<file path="config.mk">
export PLATFORM = sky130hd
export DESIGN_NAME = load_store_unit
export DESIGN_NICKNAME = d
export VERILOG_FILES = /design/src/rtl/load_store_unit.sv
export SDC_FILE = /design/constraint.sdc
export NUM_CORES = 1
export LEC_CHECK = 0
export ABC_CLOCK_PERIOD_IN_PS = 2500
export CAP_MARGIN = 20
export CORE_UTILIZATION = 50
export CTS_BUF_LIST = sky130_fd_sc_hd__clkbuf_8
export DETAILED_ROUTE_END_ITERATION = 16
export GPL_TIMING_DRIVEN = 0
export PLACE_DENSITY_LB_ADDON = 0.25
export REMOVE_ABC_BUFFERS = 1
export SYNTH_ARGS = -nofsm -noshare
export SYNTH_HDL_FRONTEND = slang
export SYNTH_SLANG_ARGS = --single-unit
</file>
<file path="constraint.sdc">
create_clock -name clk -period 2.5 [get_ports clk]
set_input_delay 0.5 -clock clk [delete_from_list [all_inputs] [get_ports clk]]
set_output_delay 0.5 -clock clk [all_outputs]
set_load 0.005 [all_outputs]
</file>
<file path="src/rtl/load_store_unit.sv">
// MEM-stage load/store unit: drives the word-wide data memory for byte/half/word
// accesses, splitting misaligned ones into two word accesses and extending load data.
module load_store_unit #(
    parameter int unsigned DEPTH = 64,
    parameter int unsigned AW    = $clog2(DEPTH)
) (
    input  logic          clk,
    input  logic          rst,
    input  logic          req_valid,
    output logic          req_ready,
    input  logic          req_we,
    input  logic [2:0]    req_funct3,
    input  logic [31:0]   req_addr,
    input  logic [31:0]   req_wdata,
    output logic          resp_valid,
    output logic [31:0]   resp_rdata,
    output logic          resp_err,
    output logic [AW-1:0] mem_addr,
    output logic          mem_re,
    output logic          mem_we,
    output logic [3:0]    mem_be,
    output logic [31:0]   mem_wdata,
    input  logic [31:0]   mem_rdata
);

    typedef enum logic [2:0] {S_IDLE, S_ACC1, S_ACC2, S_WAIT, S_RESP} state_t;

    state_t        r_state, w_next;
    logic          r_we, r_split;
    logic [2:0]    r_f3;
    logic [1:0]    r_off;
    logic [AW-1:0] r_word;
    logic [31:0]   r_wdata, r_first;

    logic          r_mem_re, r_mem_we, r_resp_valid, r_resp_err;
    logic [3:0]    r_mem_be;
    logic [AW-1:0] r_mem_addr;
    logic [31:0]   r_mem_wdata, r_resp_rdata;

    logic          w_mem_re, w_mem_we, w_resp_valid, w_resp_err;
    logic [3:0]    w_mem_be;
    logic [AW-1:0] w_mem_addr;
    logic [31:0]   w_mem_wdata, w_resp_rdata;

    logic          w_ready, w_accept, w_legal, w_split_req;
    logic [2:0]    w_src_f3;
    logic [1:0]    w_src_off;
    logic [31:0]   w_src_wdata;
    logic [3:0]    w_mask;
    logic [7:0]    w_be8;
    logic [63:0]   w_wd64, w_cat, w_shr;
    logic [31:0]   w_load;
    logic          w_unused;

    assign w_unused = ^req_addr[31:AW+2];

    assign w_ready   = (r_state == S_IDLE) && !rst;
    assign req_ready = w_ready;
    assign w_accept  = req_valid && w_ready;

    assign w_legal = req_we ? (req_funct3 inside {3'b000, 3'b001, 3'b010})
                            : (req_funct3 inside {3'b000, 3'b001, 3'b010, 3'b100, 3'b101});
    assign w_split_req = ((req_funct3[1:0] == 2'b10) && (req_addr[1:0] != 2'b00)) ||
                         ((req_funct3[1:0] == 2'b01) && (req_addr[1:0] == 2'b11));

    // Lane steering shared by both accesses: low half feeds the first word, high half the second
    assign w_src_f3    = (r_state == S_IDLE) ? req_funct3     : r_f3;
    assign w_src_off   = (r_state == S_IDLE) ? req_addr[1:0]  : r_off;
    assign w_src_wdata = (r_state == S_IDLE) ? req_wdata      : r_wdata;

    always_comb begin
        w_mask = 4'b1111;
        case (w_src_f3[1:0])
            2'b00:   w_mask = 4'b0001;
            2'b01:   w_mask = 4'b0011;
            default: w_mask = 4'b1111;
        endcase
    end

    assign w_be8  = {4'b0000, w_mask} << w_src_off;
    assign w_wd64 = {32'h0, w_src_wdata} << {w_src_off, 3'b000};

    // Load merge: {second, first} for split accesses, then align and extend
    assign w_cat = r_split ? {mem_rdata, r_first} : {32'h0, mem_rdata};
    assign w_shr = w_cat >> {r_off, 3'b000};

    always_comb begin
        w_load = w_shr[31:0];
        case (r_f3)
            3'b000:  w_load = {{24{w_shr[7]}},  w_shr[7:0]};
            3'b001:  w_load = {{16{w_shr[15]}}, w_shr[15:0]};
            3'b100:  w_load = {24'h0, w_shr[7:0]};
            3'b101:  w_load = {16'h0, w_shr[15:0]};
            default: w_load = w_shr[31:0];
        endcase
    end

    // Next state and next values of the registered outputs
    always_comb begin
        w_next       = r_state;
        w_mem_re     = 1'b0;
        w_mem_we     = 1'b0;
        w_mem_be     = 4'b0000;
        w_mem_addr   = '0;
        w_mem_wdata  = 32'h0;
        w_resp_valid = 1'b0;
        w_resp_err   = 1'b0;
        w_resp_rdata = 32'h0;
        case (r_state)
            S_IDLE: begin
                if (w_accept) begin
                    if (!w_legal) begin
                        w_next       = S_RESP;
                        w_resp_valid = 1'b1;
                        w_resp_err   = 1'b1;
                    end else begin
                        w_next     = S_ACC1;
                        w_mem_addr = req_addr[AW+1:2];
                        w_mem_re   = !req_we;
                        w_mem_we   = req_we;
                        if (req_we) begin
                            w_mem_be    = w_be8[3:0];
                            w_mem_wdata = w_wd64[31:0];
                        end
                    end
                end
            end
            S_ACC1: begin
                if (r_split) begin
                    w_next     = S_ACC2;
                    w_mem_addr = r_word + AW'(1);
                    w_mem_re   = !r_we;
                    w_mem_we   = r_we;
                    if (r_we) begin
                        w_mem_be    = w_be8[7:4];
                        w_mem_wdata = w_wd64[63:32];
                    end
                end else if (r_we) begin
                    w_next       = S_RESP;
                    w_resp_valid = 1'b1;
                end else begin
                    w_next = S_WAIT;
                end
            end
            S_ACC2: begin
                if (r_we) begin
                    w_next       = S_RESP;
                    w_resp_valid = 1'b1;
                end else begin
                    w_next = S_WAIT;
                end
            end
            S_WAIT: begin
                w_next       = S_RESP;
                w_resp_valid = 1'b1;
                w_resp_rdata = w_load;
            end
            S_RESP:  w_next = S_IDLE;
            default: w_next = S_IDLE;
        endcase
    end

    always_ff @(posedge clk) begin
        if (rst) begin
            r_state      <= S_IDLE;
            r_we         <= 1'b0;
            r_split      <= 1'b0;
            r_f3         <= 3'b000;
            r_off        <= 2'b00;
            r_word       <= '0;
            r_wdata      <= 32'h0;
            r_first      <= 32'h0;
            r_mem_re     <= 1'b0;
            r_mem_we     <= 1'b0;
            r_mem_be     <= 4'b0000;
            r_mem_addr   <= '0;
            r_mem_wdata  <= 32'h0;
            r_resp_valid <= 1'b0;
            r_resp_err   <= 1'b0;
            r_resp_rdata <= 32'h0;
        end else begin
            r_state      <= w_next;
            r_mem_re     <= w_mem_re;
            r_mem_we     <= w_mem_we;
            r_mem_be     <= w_mem_be;
            r_mem_addr   <= w_mem_addr;
            r_mem_wdata  <= w_mem_wdata;
            r_resp_valid <= w_resp_valid;
            r_resp_err   <= w_resp_err;
            r_resp_rdata <= w_resp_rdata;
            if (w_accept) begin
                r_we    <= req_we;
                r_f3    <= req_funct3;
                r_off   <= req_addr[1:0];
                r_word  <= req_addr[AW+1:2];
                r_wdata <= req_wdata;
                r_split <= w_split_req;
            end
            // First read word is on mem_rdata during ACC2
            if (r_state == S_ACC2) begin
                r_first <= mem_rdata;
            end
        end
    end

    assign mem_re     = r_mem_re;
    assign mem_we     = r_mem_we;
    assign mem_be     = r_mem_be;
    assign mem_addr   = r_mem_addr;
    assign mem_wdata  = r_mem_wdata;
    assign resp_valid = r_resp_valid;
    assign resp_err   = r_resp_err;
    assign resp_rdata = r_resp_rdata;

endmodule
</file>
==> impl_metrics.json <==
{
  "fillCellCount": 1310,
  "worst_path_max_delay_cell": "buf_2",
  "die_y_um": 131.5,
  "clk_latency_ns": 0.44,
  "drt_wl_total_um": 24200,
  "grt_pass1_wl_um": 37960,
  "ys_types": 57,
  "rsz0062_at_grt": "false",
  "dieArea_um2": 17290,
  "final_util_pct": 65.93,
  "fin_ws_ns": 0.08790,
  "dp_hpwl_um": 15230,
  "worstHoldStart": "r_first[6]",
  "grt_max_degree": 85,
  "regArea_um2": 3181,
  "ys_warn_count": 0,
  "skew_ns": 0.01015,
  "ys_ff_latch": 158,
  "fmax_mhz": 414.6,
  "synth_edf_count": 0,
  "max-slew-margin-rel_pct": 33.03,
  "holdPathStages": 2,
  "hold_violations": 0,
  "vias": 7894,
  "placed_cells": 1294,
  "synth_top_flop_cell": "dfxtp_1",
  "cts_made_buffers": 17,
  "crit_arrival_ns": 2.77,
  "cp_slowest_stage_delay_ns": 0.74,
  "vdd_drop_max_mv": 0.3597,
  "netlist_area_um2": 8383,
  "crit_path_start": "req_addr[0]",
  "viasPerCell": 5.887,
  "worstHoldEndpoint": "r_first[6]",
  "slew_viol_final": 0,
  "overflow": 0,
  "crit_path_max_fanout": 35,
  "pwr_density_cell_nw_per_um2": 588.2,
  "rr_startpoint": "r_off[0]",
  "place_ws_ns": -0.9352,
  "p_leak_uw": 0.003712,
  "finalSetupViolCount": 0,
  "worstSetupEndpointType": "register",
  "synth_most_common_cell": "nand2_1",
  "ctsHoldBuffers": 0,
  "core_area_um2": 16120,
  "top_level_ports": 182,
  "tritoncts": "done",
  "period_needed_ns": 2.412,
  "wl_per_cell_um": 18.05,
  "ff2ff_setup_slack_ns": 0.18,
  "antenna_found_initial": 0,
  "firstDrtPassIters": 5,
  "drive_above_1_share_pct": 8.089,
  "async_flop_share_pct": 0,
  "worstSetupPathType": "input port to register",
  "setup_tns_ns": 0,
  "synth_top_area_share_pct": 37.73,
  "ant_nets": 0,
  "rows": 46,
  "rr_endpoint": "resp_rdata[15]",
  "hp-class": "register to register",
  "worstPathCellList": "buf_2 -> or4b_4 -> a211oi_4 -> nand3_1 -> o221ai_1",
  "cts.clk_slew.worst_paths_ns": 0.08,
  "cts_root_buffer": "clkbuf_8",
  "detail_route.iter0.violations": 840,
  "gp_congestion": 0.8727,
  "worst_pin_slew_ns": 1.005,
  "die_w_um": 131.5,
  "drv_cap": 0,
  "yosysTopAreaCell": "dfxtp_1",
  "critPathLaunchType": "input port",
  "synthTopCellsByCount": "nand2_1 (220), mux2i_1 (159), dfxtp_1 (158), a21oi_1 (124), nor2_1 (40)",
  "final_cell_count_no_fill": 1341,
  "synth_area_leaders": "dfxtp_1 (38%), mux2i_1 (19%), nand2_1 (9.9%), a21oi_1 (7.4%), mux4_2 (1.9%)",
  "total_power_uw": 6250,
  "status": "complete, no violations",
  "track_usage_pct": 27.48,
  "r2r_cells": 5,
  "syn_to_final_growth_pct": 26.75,
  "cts_sinks": 158,
  "required_ns": 2.86,
  "fin_nets": 1216,
  "yosysSeqAreaShare_pct": 37.73,
  "drc_errors": 0,
  "cts_buffer_depth": 2,
  "num_antenna_cells": 0,
  "avgSynthCellArea_um2": 8.408,
  "cts-htree-levels": 4,
  "grt_pass1_vias": 7454,
  "io_buffer_count": 157,
  "start_util_pct": 52.02,
  "multi_input_area_um2": 4837,
  "syn_inst": 997,
  "finalCritPeriodShare_pct": 96.48
}
[power breakdown]
group          leakage, µW  switching (µW)  internal [µW]
combinational      0.00221             873            734
sequential         0.00128             121           2610
clock             0.000223             909           1000
total              0.00371            1900           4350
[flip-flops by register name, indices dropped and copies added, names as in the netlist, 2 cells and up]
register / flops
mem_wdata: 32
r_first: 32
r_wdata: 32
resp_rdata: 32
mem_addr: 6
r_word: 6
mem_be: 4
r_f3: 3
r_state: 3
r_off: 2
[worst max path at each step]
| stage | endpoint | cells past startpoint |
|---|---|---|
| after floorplan | r_split | 4 |
| after global placement | r_split | 4 |
| after detailed placement | resp_rdata[17] | 5 |
| after CTS | mem_wdata[2] | 5 |
| after global routing | resp_rdata[30] | 5 |
| final | mem_wdata[2] | 5 |
[per-stage QoR]
stage | hold slack [ns] | cell area (µm²)
after global placement | 0.4438 | 9801
after global routing | 0.4817 | 10630
final | 0.4552 | 10630
after floorplan | 0.4296 | 7959
after CTS | 0.4581 | 10560
after detailed placement | 0.4469 | 9997
[kinds of logic (layout without fill, tap and decap cells)]
logic type | count (synthesis) | after routing | synth area share, %
multiplexers | 168 | 168 | 21.31
XOR/XNOR | 3 | 3 | 0.3135
AO/OA/AOI/OAI | 238 | 238 | 17.40
adder cells (fa/ha/maj) | 1 | 1 | 0.1492
AND/OR/NAND/NOR | 340 | 340 | 17.85
flip-flops | 158 | 158 | 37.73
buffers and inverters | 89 | 217 | 5.239
[critical path: cells and delay by family]
family                 cells  cell delay [ns]
and+or+nand+nor            2             0.74
AOI/OAI and AO/OA          2             0.76
buffers and inverters      1             0.74
[area by class of cell]
| type | count | area share (%) |
|---|---|---|
| Clock buffer | 22 | 2.850 |
| Clock inverter | 10 | 0.8950 |
| Inverter | 4 | 0.1766 |
| Multi-Input combinational cell | 750 | 45.53 |
| Sequential cell | 158 | 29.93 |
| Tap cell | 216 | 2.544 |
| Timing Repair Buffer | 181 | 18.08 |
[cells in the final DEF, fill, tap and decap left out, types with 5 or more instances in the layout]
cell	n
o211ai_1	17
nand3_1	23
nand2_1	219
buf_16	5
nor2_1	40
inv_1	7
clkbuf_8	22
nand2b_1	9
o2bb2ai_1	17
nor2b_1	6
mux4_2	7
o22ai_1	12
o221ai_1	8
clkdlybuf4s50_1	154
dfxtp_1	152
buf_4	14
o21ai_0	28
nor3_1	5
mux2i_1	159
a32oi_1	14
a21oi_1	124
[metal layers]
layer | vias up | GRT usage (%) | routed length, µm
met1 | 3692 | 34.64 | 10130
met5 | - | 0 | 0
li1 | 3760 | - | -
met2 | 393 | 44.59 | 11460
met3 | 49 | 5.980 | 2074
met4 | 0 | 12.73 | 534
[repair_timing]
item / in CTS / in global routing
pin swaps: 2 / 1
resized for setup: 15 / 2
buffers inserted: 10 / 3
endpoints found under the setup margin: 83 / 24
cloned: 1 / 0
Note: power is estimated with default switching activity, not from simulation.
